`src/rtl/daq_hnode_rd_sched_if.sv`:
```
// Trigger, configuration, node-array and output-stream signals of the header-node read scheduler.
// slave is the scheduler's view; master is the view of the logic driving it.
interface daq_hnode_rd_sched_if #(
    parameter int CELLS  = 4,
    parameter int DATA_W = 32,
    parameter int BCID_W = 12,
    parameter int WIN_W  = 8
);
    logic                    trig_valid_i;
    logic [BCID_W-1:0]       trig_bcid_i;
    logic                    trig_ready_o;
    logic [WIN_W-1:0]        cfg_win_width_i;
    logic [CELLS-1:0]        cfg_mask_i;
    logic                    err_clr_i;
    logic [CELLS-1:0]        node_en_o;
    logic [CELLS-1:0]        node_ready_i;
    logic [CELLS*DATA_W-1:0] node_data_i;
    logic [CELLS-1:0]        node_rd_strb_o;
    logic                    out_valid_o;
    logic                    out_ready_i;
    logic [DATA_W-1:0]       out_data_o;
    logic [3:0]              out_sel_o;
    logic [BCID_W-1:0]       out_bcid_o;
    logic                    out_last_o;
    logic                    busy_o;
    logic [CELLS-1:0]        timeout_err_o;

    modport slave (
        input  trig_valid_i, trig_bcid_i, cfg_win_width_i, cfg_mask_i, err_clr_i,
               node_ready_i, node_data_i, out_ready_i,
        output trig_ready_o, node_en_o, node_rd_strb_o, out_valid_o, out_data_o,
               out_sel_o, out_bcid_o, out_last_o, busy_o, timeout_err_o
    );

    modport master (
        output trig_valid_i, trig_bcid_i, cfg_win_width_i, cfg_mask_i, err_clr_i,
               node_ready_i, node_data_i, out_ready_i,
        input  trig_ready_o, node_en_o, node_rd_strb_o, out_valid_o, out_data_o,
               out_sel_o, out_bcid_o, out_last_o, busy_o, timeout_err_o
    );
endinterface

```
`src/rtl/daq_hnode_rd_sched.sv`:
```
// Event scheduler for a row of header nodes: opens the window on unmasked nodes, then drains one word per cell in order.
// Latency: node_en_o rises the cycle after trigger accept; output word is combinational from node_ready_i while draining.
// Backpressure: out_ready_i low holds the current cell (valid/data stable, no strobe, timeout paused).
module daq_hnode_rd_sched #(
    parameter int CELLS   = 4,
    parameter int DATA_W  = 32,
    parameter int BCID_W  = 12,
    parameter int WIN_W   = 8,
    parameter int TIMEOUT = 64
) (
    input  logic                clk320,
    input  logic                rst_n,
    daq_hnode_rd_sched_if.slave bus
);
    localparam int TO_W = (TIMEOUT > 1) ? $clog2(TIMEOUT) : 1;

    typedef enum logic [1:0] {S_IDLE, S_OPEN, S_DRAIN} state_t;

    state_t            r_state, w_state_nxt;
    logic [CELLS-1:0]  r_mask, w_mask_nxt;
    logic [CELLS-1:0]  r_en, w_en_nxt;
    logic [CELLS-1:0]  r_err, w_err_set;
    logic [BCID_W-1:0] r_bcid, w_bcid_nxt;
    logic [WIN_W-1:0]  r_win_cnt, w_win_cnt_nxt;
    logic [TO_W-1:0]   r_to_cnt, w_to_cnt_nxt;
    logic [3:0]        r_ptr, w_ptr_nxt;
    logic [3:0]        w_first, w_next;
    logic              w_has_next;
    logic [CELLS-1:0]  w_cur_oh;
    logic              w_rdy;
    logic [DATA_W-1:0] w_dat;
    logic              w_in_drain, w_vld, w_hs, w_to_hit, w_trig_rdy;

    // Cell scans over the frozen mask: lowest unmasked cell and next unmasked cell above ptr.
    always_comb begin
        w_first    = '0;
        w_next     = '0;
        w_has_next = 1'b0;
        w_rdy      = 1'b0;
        w_dat      = '0;
        w_cur_oh   = '0;
        for (int k = CELLS - 1; k >= 0; k--) begin
            if (!r_mask[k]) begin
                w_first = 4'(k);
                if (4'(k) > r_ptr) begin
                    w_next     = 4'(k);
                    w_has_next = 1'b1;
                end
            end
        end
        for (int k = 0; k < CELLS; k++) begin
            if (r_ptr == 4'(k)) begin
                w_rdy       = bus.node_ready_i[k];
                w_dat       = bus.node_data_i[k*DATA_W +: DATA_W];
                w_cur_oh[k] = 1'b1;
            end
        end
    end

    assign w_in_drain = (r_state == S_DRAIN);
    assign w_vld      = w_in_drain & w_rdy;
    assign w_hs       = w_vld & bus.out_ready_i;
    assign w_to_hit   = w_in_drain & ~w_rdy & (r_to_cnt == TO_W'(TIMEOUT - 1));

    always_comb begin
        w_state_nxt   = r_state;
        w_mask_nxt    = r_mask;
        w_en_nxt      = r_en;
        w_bcid_nxt    = r_bcid;
        w_win_cnt_nxt = r_win_cnt;
        w_to_cnt_nxt  = r_to_cnt;
        w_ptr_nxt     = r_ptr;
        w_err_set     = '0;
        w_trig_rdy    = 1'b0;
        case (r_state)
            S_IDLE: begin
                w_trig_rdy = 1'b1;
                if (bus.trig_valid_i) begin
                    w_bcid_nxt = bus.trig_bcid_i;
                    w_mask_nxt = bus.cfg_mask_i;
                    if (!(&bus.cfg_mask_i)) begin
                        w_state_nxt   = S_OPEN;
                        w_win_cnt_nxt = '0;
                        w_en_nxt      = ~bus.cfg_mask_i;
                    end
                end
            end
            S_OPEN: begin
                if (r_win_cnt >= bus.cfg_win_width_i) begin
                    w_state_nxt  = S_DRAIN;
                    w_en_nxt     = '0;
                    w_ptr_nxt    = w_first;
                    w_to_cnt_nxt = '0;
                end else begin
                    w_win_cnt_nxt = r_win_cnt + WIN_W'(1);
                end
            end
            S_DRAIN: begin
                if (w_hs || w_to_hit) begin
                    w_to_cnt_nxt = '0;
                    if (w_to_hit) w_err_set = w_cur_oh;
                    if (w_has_next) w_ptr_nxt = w_next;
                    else            w_state_nxt = S_IDLE;
                end else if (!w_rdy) begin
                    // Stalled-by-downstream cycles have w_rdy=1 and so never reach here.
                    w_to_cnt_nxt = r_to_cnt + TO_W'(1);
                end
            end
            default: w_state_nxt = S_IDLE;
        endcase
    end

    always_ff @(posedge clk320 or negedge rst_n) begin
        if (!rst_n) begin
            r_state   <= S_IDLE;
            r_mask    <= '0;
            r_en      <= '0;
            r_err     <= '0;
            r_bcid    <= '0;
            r_win_cnt <= '0;
            r_to_cnt  <= '0;
            r_ptr     <= '0;
        end else begin
            r_state   <= w_state_nxt;
            r_mask    <= w_mask_nxt;
            r_en      <= w_en_nxt;
            r_err     <= (r_err & ~{CELLS{bus.err_clr_i}}) | w_err_set;
            r_bcid    <= w_bcid_nxt;
            r_win_cnt <= w_win_cnt_nxt;
            r_to_cnt  <= w_to_cnt_nxt;
            r_ptr     <= w_ptr_nxt;
        end
    end

    assign bus.trig_ready_o   = w_trig_rdy;
    assign bus.busy_o         = (r_state != S_IDLE);
    assign bus.node_en_o      = r_en;
    assign bus.node_rd_strb_o = w_hs ? w_cur_oh : '0;
    assign bus.out_valid_o    = w_vld;
    assign bus.out_data_o     = w_in_drain ? w_dat : '0;
    assign bus.out_sel_o      = w_in_drain ? r_ptr : 4'd0;
    assign bus.out_bcid_o     = r_bcid;
    assign bus.out_last_o     = w_in_drain & ~w_has_next;
    assign bus.timeout_err_o  = r_err;
endmodule
```
`src/flat_wrapper.sv`:
```
// flat-port wrapper written by rule: the top's interface ports become plain ports
module daq_hnode_rd_sched_flat 
#(
    parameter int CELLS   = 4,
    parameter int DATA_W  = 32,
    parameter int BCID_W  = 12,
    parameter int WIN_W   = 8,
    parameter int TIMEOUT = 64
)
  (clk320, rst_n, bus_trig_valid_i, bus_trig_bcid_i, bus_cfg_win_width_i, bus_cfg_mask_i, bus_err_clr_i, bus_node_ready_i, bus_node_data_i, bus_out_ready_i, bus_trig_ready_o, bus_node_en_o, bus_node_rd_strb_o, bus_out_valid_o, bus_out_data_o, bus_out_sel_o, bus_out_bcid_o, bus_out_last_o, bus_busy_o, bus_timeout_err_o);
  daq_hnode_rd_sched_if #(.CELLS(CELLS), .DATA_W(DATA_W), .BCID_W(BCID_W), .WIN_W(WIN_W)) bus_i ();
  input  logic clk320;
  input  logic rst_n;
  input wire logic [$bits(bus_i.trig_valid_i)-1:0] bus_trig_valid_i;
  input wire logic [$bits(bus_i.trig_bcid_i)-1:0] bus_trig_bcid_i;
  input wire logic [$bits(bus_i.cfg_win_width_i)-1:0] bus_cfg_win_width_i;
  input wire logic [$bits(bus_i.cfg_mask_i)-1:0] bus_cfg_mask_i;
  input wire logic [$bits(bus_i.err_clr_i)-1:0] bus_err_clr_i;
  input wire logic [$bits(bus_i.node_ready_i)-1:0] bus_node_ready_i;
  input wire logic [$bits(bus_i.node_data_i)-1:0] bus_node_data_i;
  input wire logic [$bits(bus_i.out_ready_i)-1:0] bus_out_ready_i;
  output wire logic [$bits(bus_i.trig_ready_o)-1:0] bus_trig_ready_o;
  output wire logic [$bits(bus_i.node_en_o)-1:0] bus_node_en_o;
  output wire logic [$bits(bus_i.node_rd_strb_o)-1:0] bus_node_rd_strb_o;
  output wire logic [$bits(bus_i.out_valid_o)-1:0] bus_out_valid_o;
  output wire logic [$bits(bus_i.out_data_o)-1:0] bus_out_data_o;
  output wire logic [$bits(bus_i.out_sel_o)-1:0] bus_out_sel_o;
  output wire logic [$bits(bus_i.out_bcid_o)-1:0] bus_out_bcid_o;
  output wire logic [$bits(bus_i.out_last_o)-1:0] bus_out_last_o;
  output wire logic [$bits(bus_i.busy_o)-1:0] bus_busy_o;
  output wire logic [$bits(bus_i.timeout_err_o)-1:0] bus_timeout_err_o;
  assign bus_i.trig_valid_i = bus_trig_valid_i;
  assign bus_i.trig_bcid_i = bus_trig_bcid_i;
  assign bus_i.cfg_win_width_i = bus_cfg_win_width_i;
  assign bus_i.cfg_mask_i = bus_cfg_mask_i;
  assign bus_i.err_clr_i = bus_err_clr_i;
  assign bus_i.node_ready_i = bus_node_ready_i;
  assign bus_i.node_data_i = bus_node_data_i;
  assign bus_i.out_ready_i = bus_out_ready_i;
  assign bus_trig_ready_o = bus_i.trig_ready_o;
  assign bus_node_en_o = bus_i.node_en_o;
  assign bus_node_rd_strb_o = bus_i.node_rd_strb_o;
  assign bus_out_valid_o = bus_i.out_valid_o;
  assign bus_out_data_o = bus_i.out_data_o;
  assign bus_out_sel_o = bus_i.out_sel_o;
  assign bus_out_bcid_o = bus_i.out_bcid_o;
  assign bus_out_last_o = bus_i.out_last_o;
  assign bus_busy_o = bus_i.busy_o;
  assign bus_timeout_err_o = bus_i.timeout_err_o;
  daq_hnode_rd_sched #(.CELLS(CELLS), .DATA_W(DATA_W), .BCID_W(BCID_W), .WIN_W(WIN_W), .TIMEOUT(TIMEOUT)) u_core (.clk320(clk320), .rst_n(rst_n), .bus(bus_i));
endmodule
```
`config.mk`:
```
export PLATFORM = sky130hd
export DESIGN_NAME = daq_hnode_rd_sched_flat
export DESIGN_NICKNAME = d
export VERILOG_FILES = /design/src/rtl/daq_hnode_rd_sched_if.sv /design/src/rtl/daq_hnode_rd_sched.sv /design/src/flat_wrapper.sv
export SDC_FILE = /design/constraint.sdc
export NUM_CORES = 1
export LEC_CHECK = 0
export ABC_AREA = 0
export BUFFER_PORTS_ARGS = -buffer_cell sky130_fd_sc_hd__buf_2
export CAP_MARGIN = 20
export CORE_ASPECT_RATIO = 2
export CORE_MARGIN = 10
export CORE_UTILIZATION = 47
export CTS_BUF_LIST = sky130_fd_sc_hd__clkbuf_4 sky130_fd_sc_hd__clkbuf_8 sky130_fd_sc_hd__clkbuf_16
export CTS_CLUSTER_DIAMETER = 80
export DETAILED_ROUTE_END_ITERATION = 16
export HOLD_SLACK_MARGIN = 0.08
export PLACE_DENSITY_LB_ADDON = 0.08
export SLEW_MARGIN = 25
export SYNTH_ARGS = -nofsm -noshare
export SYNTH_HDL_FRONTEND = slang
export SYNTH_SLANG_ARGS = --single-unit
export TNS_END_PERCENT = 5
```
`constraint.sdc`:
```
create_clock -name clk320 -period 3.3 [get_ports clk320]
set_input_delay 0.99 -clock clk320 [delete_from_list [all_inputs] [get_ports clk320]]
set_output_delay 0.99 -clock clk320 [all_outputs]
set_load 0.05 [all_outputs]
```
==> results of run 1 <==
-- power by group through the flow --
stage / clock [W] / sequential, W / combinational (W)
4_1_cts: 0.000575 / 0.000877 / 0.00308
3_5_place_dp: 0 / 0.000885 / 0.00306
6_report: 0.000565 / 0.000878 / 0.00305
2_1_floorplan: 0 / 0.00117 / 0.00202
3_3_place_gp: 0 / 0.000874 / 0.00301
5_1_grt: 0.000593 / 0.000909 / 0.00326
-- state kept, by name, indices dropped and copies added, names as in the netlist --
| register | flops |
|---|---|
| u_core.r_to_cnt | 6 |
| u_core.bus.timeout_err_o | 4 |
| u_core.bus.node_en_o | 4 |
| u_core.r_state | 2 |
| u_core.r_win_cnt | 8 |
| u_core.r_ptr | 2 |
| u_core.r_mask | 4 |
| u_core.bus.out_bcid_o | 12 |
-- path summary, 6_finish.rpt --
kind,start,to,slack (ns),cells past startpoint
max in group asynchronous,rst_n,u_core.bus.out_bcid_o[2]$_DFFE_PN0P_,1.97,2
setup / recovery,bus_node_ready_i[2],bus_node_rd_strb_o[1],0.04,7
setup reg to reg,u_core.r_win_cnt[4]$_DFFE_PN0P_,u_core.r_ptr[0]$_DFFE_PN0P_,1.06,6
min in group asynchronous,rst_n,u_core.r_to_cnt[4]$_DFFE_PN0P_,0.63,1
hold / removal,u_core.r_win_cnt[7]$_DFFE_PN0P_,u_core.r_win_cnt[7]$_DFFE_PN0P_,0.48,1
hold reg to reg,u_core.r_win_cnt[7]$_DFFE_PN0P_,u_core.r_win_cnt[7]$_DFFE_PN0P_,0.48,1
-- placed cells by master, fill, tap and decap left out, types with 8 or more instances in the layout --
| cell | n |
|---|---|
| buf_2 | 220 |
| dfrtp_1 | 40 |
| and2_1 | 34 |
| mux4_2 | 33 |
| inv_1 | 26 |
| mux2_2 | 20 |
| nand2_1 | 16 |
| nor2_1 | 14 |
| ha_1 | 13 |
| buf_4 | 13 |
| o211ai_1 | 11 |
| nand3_1 | 8 |
-- per-stage QoR --
step,setup slack (ns),hold slack (ns)
2_1_floorplan,-0.0225,0.454
3_3_place_gp,0.0421,0.479
5_1_grt,-0.00765,0.503
3_5_place_dp,0.0312,0.483
6_report,0.0413,0.483
4_1_cts,0.0281,0.490
-- layout make-up --
cell class	count	area, µm²	share of cell area [%]
Sequential cell	42	1050	21.0
Tap cell	92	115	2.30
Timing Repair Buffer	236	1250	25.0
Clock inverter	2	37.5	0.750
Multi-Input combinational cell	242	2310	46.2
Inverter	26	97.6	1.95
Antenna cell	2	5.00	0.100
Clock buffer	6	133	2.65
-- routing by layer --
layer	part of all wire, %	vias to the layer above
li1	-	1688
met1	32	1745
met2	54	185
met3	11	23
met4	2.8	0
met5	0	-
-- cell families (layout without fill, tap and decap cells) --
group / Yosys count / after routing
AOI/OAI and AO/OA: 59 / 59
adders and majority gates: 13 / 13
buffers and inverters: 49 / 270
DFF: 42 / 42
muxes: 59 / 59
other: 1 / 4
and+or+nand+nor: 109 / 109
==> run_results.csv, run 1 <==
group,metric,value,unit
clock_tree,cts.sinks,42,
sta,setup_viol,0,
pwr,p_leak,2.52,nW
setup_path,end_kind,"output port",
global_routing,grt_start_max_net_pins,31,
setup_path,crit_slowest_cell,"mux4_2",
die,die_x,81.4,µm
logic_synthesis,synth_compound_area_share,13.4,%
clock_tree,root_buffer,"clkbuf_16",
logic_synthesis,yosys_warnings,0,
setup_path,crit_type,"input pin to output port",
logic_synthesis,synth_top_family_by_area,"multiplexers",
pwr,power.clock.fraction,12.6,%
detailed_routing,dr.first_iter.drc_count,119,
clock_tree,htreeDepth,2,
die,start_util,48.5,%
clock_tree,cts_hold_buf,0,
logic_synthesis,synth-xor-area-share,0,%
sta,finClkSkew,0.00604,ns
status,status,"complete, no violations",
global_routing,overflow,0,
layout,nFillCells,600,
global_routing,busiest_layer,"met2",
clock_tree,cts_buffer_depth,2,
sta,relSlewSlack,56.9,%
pwr,ir_drop,0.000790,V
die,std_cell_rows,44,
layout,drive_gt1_share,57.2,%
global_routing,grt_pass1_wl,20.7,mm
logic_synthesis,synth_top_area_share,29.6,%
pwr,finalPower,0.00450,W
logic_synthesis,synth_adder_area_share,4.58,%
logic_synthesis,synth.most_common_cell,"dfrtp_1",
logic_synthesis,synth_edf_count,0,
logic_synthesis,yosys-top-cells-area,"dfrtp_1 30%, mux4_2 21%, mux2_2 6.3%, and2_1 6.2%, ha_1 4.6%",
worst_hold_path,hp-class,"register to register",
sta,worst_pin_slew,0.645,ns
layout,utilization,68.4,%
placement,hpwl,11.8,mm
clock_tree,postCtsSetupBuffers,0,
die,dieArea,0.0116,mm²
detailed_routing,drcViolationCount,0,
sta,setup-tns-final,0,ns
setup_path,crit_family,"multiplexers",
detailed_routing,vias,3641,
logic_synthesis,synth_top_area_cell,"dfrtp_1",
pwr,sw_frac_of_total,50.3,%
logic_synthesis,yosysSeqAreaShare,29.6,%
sta,min_period,3.26,ns
placement,portBuffers,222,
setup_path,cp_common_cell,"buf_2",
setup_path,cp_num_buf_inv,3,
logic_synthesis,synth_common_cells,"42 x dfrtp_1, 35 x and2_1, 33 x mux4_2",
sta,max_clock_freq,307,MHz
sta,hold_viol,0,
logic_synthesis,synthCells,332,
detailed_routing,first_pass_iters,4,
global_routing,use_met2,42.8,%
logic_synthesis,synth_area_per_cell,10.7,µm²
global_routing,grt_use_met1,20.8,%
logic_synthesis,yosys.area_share.simple,17.0,%
clock_tree,clk_latency,0.29,ns
setup_path,cp.required,2.31,ns
pwr,p_sw,0.00226,W
clock_tree,cts_made_buffers,5,
logic_synthesis,yosysUniqueCellTypes,57,
pwr,seq_power_share,19.5,%
die,die_height,143,µm
die,fp.coreArea,0.00732,mm²
sta,rsz0062_at_grt,"true",
detailed_routing,drtAntennaViolNets,0,
placement,placed_area,0.00482,mm²
pwr,internal_power,0.00223,W
logic_synthesis,ys_ff_latch,42,
global_routing,use_met3,7.42,%
global_routing,grt_usage,22.7,%
sta,slew_viol_final,0,
setup_path,path_cells,"buf_2 > mux4_2 > and2_2 > nand2_1 > buf_12 > nor2_2 > buf_2",
run,max-cap-violations,0,
clock_tree,cts_tree,"yes",
layout,syn_to_final_growth,41.1,%
layout,finalInstanceArea,0.00501,mm²
setup_path,cpPeakStageDelay,0.47,ns
detailed_routing,wl_per_cell,21.1,µm
detailed_routing,via_per_inst,5.62,
setup_path,crit_arrival,2.27,ns
setup_path,startpoint_type,"input pin",
placement,post-place-cells,638,
logic_synthesis,synth_area,0.00355,mm²
logic_synthesis,synthMuxAreaShare,29.4,%
global_routing,grt_pass1_vias,3973,
logic_synthesis,synthFlopType,"dfrtp_1",
layout,layout.nets,727,
detailed_routing,wl,13.7,mm
clock_tree,cts_resized,0,
sta,finalCritPeriodShare,98.7,%
logic_synthesis,synthArstFlopShare,100,%
global_routing,antenna_found_initial,2,
layout,fin_cells,648,
clock_tree,clkSlewWorstSetupHoldPaths,0.06,ns
placement,finalWeightedCongestion,0.911,
pwr,power_density,898,mW/mm²
setup_path,path_max_fanout,4,
pwr,power_frac_comb,67.9,%
die,pin_count,225,
Power figures use the tool's default switching activity.
==> inputs of run 2 (changes only) <==
REMOVE_ABC_BUFFERS = 1   (was not set)
==> run 2 against run 1 <==
Combinational power about the same. Global-route usage increased by 0.71 points. Register-to-register slack worse by 0.08 ns. Via count increased by 0.49%. Clock skew is 0.0012 ns lower. Highest routed layer unchanged. First-iteration DRC count fell by 0.84%. Non-clock buffer count decreased by 1. Sequential power down 1%. Critical path type unchanged. Critical path depth decreased by 1. Sequential cell count unchanged.
==> run_results.csv, run 2 (synthesized netlist as in run 1, its figures left out) <==
group,metric,value,unit
global_routing,grt_pass1_wl,21.0,mm
pwr,p_sw,0.00225,W
clock_tree,root_buffer,"clkbuf_16",
placement,post-place-cells,637,
status,status,"complete, no violations",
worst_hold_path,hp-class,"register to register",
clock_tree,cts_made_buffers,5,
layout,largest_reg_flops,12,
setup_path,startpoint_type,"input pin",
run,max-cap-violations,0,
global_routing,grt_pass1_vias,3952,
detailed_routing,first_pass_iters,4,
setup_path,path_max_fanout,4,
sta,relSlewSlack,54.9,%
detailed_routing,dr.first_iter.drc_count,118,
layout,layout.nets,726,
sta,slew_viol_final,0,
sta,finClkSkew,0.00481,ns
setup_path,crit_slowest_cell,"mux4_2",
sta,finalCritPeriodShare,95.7,%
detailed_routing,drcViolationCount,0,
sta,layout_setup_ws,0.141,ns
global_routing,grt_usage,23.4,%
die,die_x,81.4,µm
pwr,ir_drop,0.000686,V
pwr,power_density,901,mW/mm²
sta,min_period,3.16,ns
clock_tree,cts.sinks,42,
clock_tree,cts_resized,0,
detailed_routing,wl,14.2,mm
die,pin_count,225,
sta,max_clock_freq,317,MHz
detailed_routing,drtAntennaViolNets,0,
placement,portBuffers,222,
die,std_cell_rows,44,
setup_path,r2r-start,"u_core.r_ptr[0]$_DFFE_PN0P_",
detailed_routing,via_per_inst,5.66,
layout,finalInstanceArea,0.00495,mm²
die,dieArea,0.0116,mm²
layout,syn_to_final_growth,39.5,%
global_routing,grt_start_max_net_pins,31,
pwr,power.clock.fraction,12.4,%
die,die_height,143,µm
layout,drive_gt1_share,56.1,%
global_routing,overflow,0,
clock_tree,cts_tree,"yes",
worst_hold_path,timing.hold.worst.start,"u_core.r_win_cnt[7]$_DFFE_PN0P_",
setup_path,cp.required,2.31,ns
pwr,finalPower,0.00446,W
setup_path,cp_common_cell,"buf_2",
placement,hpwl,12.0,mm
layout,layout.cells.most_common,"buf_2",
pwr,power_frac_comb,68.1,%
placement,finalWeightedCongestion,0.993,
sta,hold_viol,0,
placement,dp_slack,0.160,ns
sta,rsz0062_at_grt,"false",
pwr,sw_frac_of_total,50.5,%
clock_tree,cts_buffer_depth,2,
setup_path,cpPeakStageDelay,0.49,ns
sta,setup_viol,0,
global_routing,antenna_found_initial,1,
setup_path,crit_arrival,2.17,ns
setup_path,crit_type,"input pin to output port",
pwr,p_leak,2.51,nW
clock_tree,clk_latency,0.29,ns
detailed_routing,vias,3659,
clock_tree,clkSlewWorstSetupHoldPaths,0.06,ns
layout,most-common-layout-cells,"222 x buf_2, 41 x dfrtp_1, 35 x and2_1",
layout,fin_cells,646,
die,start_util,48.5,%
sta,worst_pin_slew,0.675,ns
clock_tree,htreeDepth,2,
clock_tree,cts_hold_buf,0,
pwr,internal_power,0.00221,W
placement,placed_area,0.00478,mm²
setup_path,crit_start,"bus_node_ready_i[3]",
pwr,seq_power_share,19.5,%
clock_tree,postCtsSetupBuffers,0,
setup_path,path_cells,"buf_2 > mux4_2 > and2_1 > nand2_1 > nor3_1 > buf_2",
die,fp.coreArea,0.00732,mm²
detailed_routing,wl_per_cell,22.0,µm
setup_path,end_kind,"output port",
[run 2: cell count changes in the layout (fill, tap and decap cells not counted), sizes merged]
cell / delta
clkinv: +2
buf: -1
diode: -1
clkinvlp: -1
clkbuf: -1
[run 2: path summary, 6_finish.rpt]
check | endpoint | slack, ns | cells after the start
setup / recovery | bus_node_rd_strb_o[0] | 0.14 | 6
hold / removal | u_core.r_win_cnt[7]$_DFFE_PN0P_ | 0.50 | 1
setup reg to reg | u_core.r_to_cnt[5]$_DFFE_PN0P_ | 0.98 | 6
hold reg to reg | u_core.r_win_cnt[7]$_DFFE_PN0P_ | 0.50 | 1
max in group asynchronous | u_core.bus.timeout_err_o[2]$_DFF_PN0_ | 1.93 | 2
min in group asynchronous | u_core.bus.out_bcid_o[9]$_DFFE_PN0P_ | 0.69 | 1
[run 2: area by class of cell]
| class | count | area (µm²) |
|---|---|---|
| tap | 92 | 115 |
| antenna | 1 | 2.50 |
| sequential | 42 | 1050 |
| timing repair buffer | 235 | 1220 |
| clock inverter | 3 | 40.0 |
| multi-input combinational | 242 | 2290 |
| inverter | 26 | 97.6 |
| clock buffer | 5 | 125 |
| fill | 652 | 2370 |
[run 2: worst max-delay path: cells and delay by family]
kind,cells,cell delay (ns)
mux,1,0.49
simple gates,3,0.37
buf+inv,2,0.32
[run 2: per-layer routing]
metal / share of wire, % / global-route usage [%]
met5: 0 / 0
met1: 32 / 21.7
met2: 53 / 42.0
met3: 11 / 8.93
met4: 4.5 / 12.3
[run 2: per-stage QoR]
step,hold slack [ns],util (%),TNS (ns)
2_1_floorplan,0.456,-,-13.35
3_3_place_gp,0.478,65.3,0
3_5_place_dp,0.488,65.3,0
4_1_cts,0.501,67.5,0
5_1_grt,0.513,67.6,0
6_report,0.496,67.6,0
[run 2: power groups by stage]
stage / Combinational [W] / Sequential [W] / Clock [W]
after floorplan: 0.00182 / 0.00130 / 0
after global placement: 0.00300 / 0.000864 / 0
after detailed placement: 0.00304 / 0.000877 / 0
after CTS: 0.00306 / 0.000868 / 0.000568
after global routing: 0.00325 / 0.000893 / 0.000581
final: 0.00304 / 0.000867 / 0.000554
==> inputs of run 3 (changes only) <==
CORE_UTILIZATION = 45   (was 47)
==> run 3 against run 2 <==
Sequential share of layout area barely moved. Final cell count rose by 0.15%. Total power fell by 1.3%. Largest power group unchanged.
==> run_results.csv, run 3 (synthesized netlist as in run 1, its figures left out) <==
group,metric,value,unit
clock_tree,cts.sinks,42,
pwr,p_leak,2.50,nW
setup_path,crit_type,"input pin to output port",
setup_path,crit_arrival,2.14,ns
clock_tree,cts_buffer_depth,2,
pwr,seq_power_share,20.2,%
setup_path,cp.required,2.31,ns
layout,syn_to_final_growth,39.2,%
layout,most-common-layout-cells,"221 x buf_2, 41 x dfrtp_1, 35 x and2_1",
layout,largest_reg_flops,12,
setup_path,startpoint_type,"input pin",
global_routing,grt_start_max_net_pins,43,
pwr,ir_drop,0.000503,V
die,std_cell_rows,45,
global_routing,grt_pass1_vias,3853,
status,status,"complete, no violations",
clock_tree,clkSlewWorstSetupHoldPaths,0.06,ns
placement,finalWeightedCongestion,0.926,
clock_tree,clk_latency,0.29,ns
detailed_routing,vias,3647,
placement,portBuffers,222,
pwr,power_density,891,mW/mm²
die,die_x,82.8,µm
clock_tree,cts_resized,0,
run,max-cap-violations,0,
pwr,p_sw,0.00225,W
sta,rsz0062_at_grt,"false",
placement,hpwl,11.9,mm
clock_tree,postCtsSetupBuffers,0,
clock_tree,cts_made_buffers,5,
sta,worst_pin_slew,0.646,ns
global_routing,grt_pass1_wl,20.8,mm
sta,slew_viol_final,0,
setup_path,path_cells,"buf_2 > mux4_2 > and2_1 > nand2_1 > nor3_1 > buf_2",
global_routing,antenna_found_initial,1,
setup_path,crit-reg2reg-capture,"u_core.r_ptr[0]$_DFFE_PN0P_",
pwr,finalPower,0.00440,W
layout,utilization,64.5,%
layout,layout.nets,725,
setup_path,rrSetupSlack,0.96,ns
sta,relSlewSlack,56.8,%
sta,finClkSkew,0.00849,ns
setup_path,cp_num_buf_inv,2,
sta,hold_viol,0,
clock_tree,cts_tree,"yes",
worst_hold_path,timing.hold.worst.start,"u_core.r_win_cnt[7]$_DFFE_PN0P_",
layout,drive_gt1_share,56.0,%
detailed_routing,drcViolationCount,0,
clock_tree,cts_hold_buf,0,
pwr,power.clock.fraction,11.1,%
sta,worst_hold_slack,0.494,ns
detailed_routing,via_per_inst,5.64,
detailed_routing,first_pass_iters,7,
setup_path,crit_slowest_cell,"mux4_2",
setup_path,crit_family,"multiplexers",
pwr,power_frac_comb,68.7,%
worst_hold_path,holdPathStages,1,
sta,setup_viol,0,
clock_tree,htreeDepth,2,
pwr,sw_frac_of_total,51.2,%
die,start_util,46.3,%
layout,layout.cells.most_common,"buf_2",
setup_path,end_kind,"output port",
detailed_routing,drtAntennaViolNets,0,
detailed_routing,wl_per_cell,21.5,µm
worst_hold_path,hp-class,"register to register",
die,fp.coreArea,0.00766,mm²
setup_path,cp_common_cell,"buf_2",
global_routing,overflow,0,
sta,finalCritPeriodShare,94.8,%
sta,min_period,3.13,ns
sta,max_clock_freq,320,MHz
detailed_routing,wl,13.9,mm
setup_path,cpPeakStageDelay,0.49,ns
clock_tree,root_buffer,"clkbuf_16",
setup_path,r2r-start,"u_core.r_ptr[0]$_DFFE_PN0P_",
global_routing,grt_usage,22.3,%
die,pin_count,225,
worst_hold_path,min_to,"u_core.r_win_cnt[7]$_DFFE_PN0P_",
die,die_height,146,µm
detailed_routing,dr.first_iter.drc_count,106,
setup_path,path_max_fanout,4,
die,dieArea,0.0121,mm²
pwr,internal_power,0.00215,W
setup_path,rr_worst_depth,6,
[run 3: area by class of cell]
class | instances | area [µm²]
fillers | 673 | 2720
multi-input cells | 242 | 2290
repair buffers | 234 | 1230
flip-flops and latches | 42 | 1050
clock buffers | 6 | 133
well taps | 94 | 118
inverters | 26 | 97.6
clock inverters | 2 | 13.8
diodes | 1 | 2.50
[run 3: worst max-delay path by stage]
stage / startpoint / end / slack, ns / cells after the start
6_report: bus_node_ready_i[3] / bus_node_rd_strb_o[0] / 0.17 / 6
5_1_grt: bus_node_ready_i[3] / bus_node_rd_strb_o[0] / 0.11 / 6
4_1_cts: bus_node_ready_i[3] / bus_node_rd_strb_o[2] / 0.17 / 6
3_5_place_dp: bus_node_ready_i[3] / bus_node_rd_strb_o[0] / 0.17 / 6
3_3_place_gp: bus_node_ready_i[3] / bus_node_rd_strb_o[3] / 0.17 / 6
2_1_floorplan: u_core.r_ptr[0]$_DFFE_PN0P_ / bus_node_rd_strb_o[0] / -1.61 / 4
[run 3: power groups by stage]
stage	Combinational, W	Clock (W)	Sequential [W]
after global routing	0.00325	0.000521	0.000923
after detailed placement	0.00304	0	0.000897
final	0.00302	0.000489	0.000888
after floorplan	0.00182	0	0.00130
after global placement	0.00299	0	0.000884
after CTS	0.00305	0.000499	0.000887
[run 3: layer usage]
metal	track usage [%]	vias up	part of all wire, %
met3	7.48	39	12
met5	0	-	0
met1	20.8	1734	30
met2	40.0	194	53
met4	11.4	0	4.2
li1	-	1680	-
[run 3: metrics by stage]
stage	std cells	cell area [µm²]	setup slack [ns]	setup TNS, ns
4_1_cts	646	4930	0.167	0
3_3_place_gp	638	4790	0.169	0
5_1_grt	647	4940	0.108	0
6_report	647	4940	0.173	0
2_1_floorplan	310	3440	-1.61	-13.35
3_5_place_dp	638	4790	0.165	0
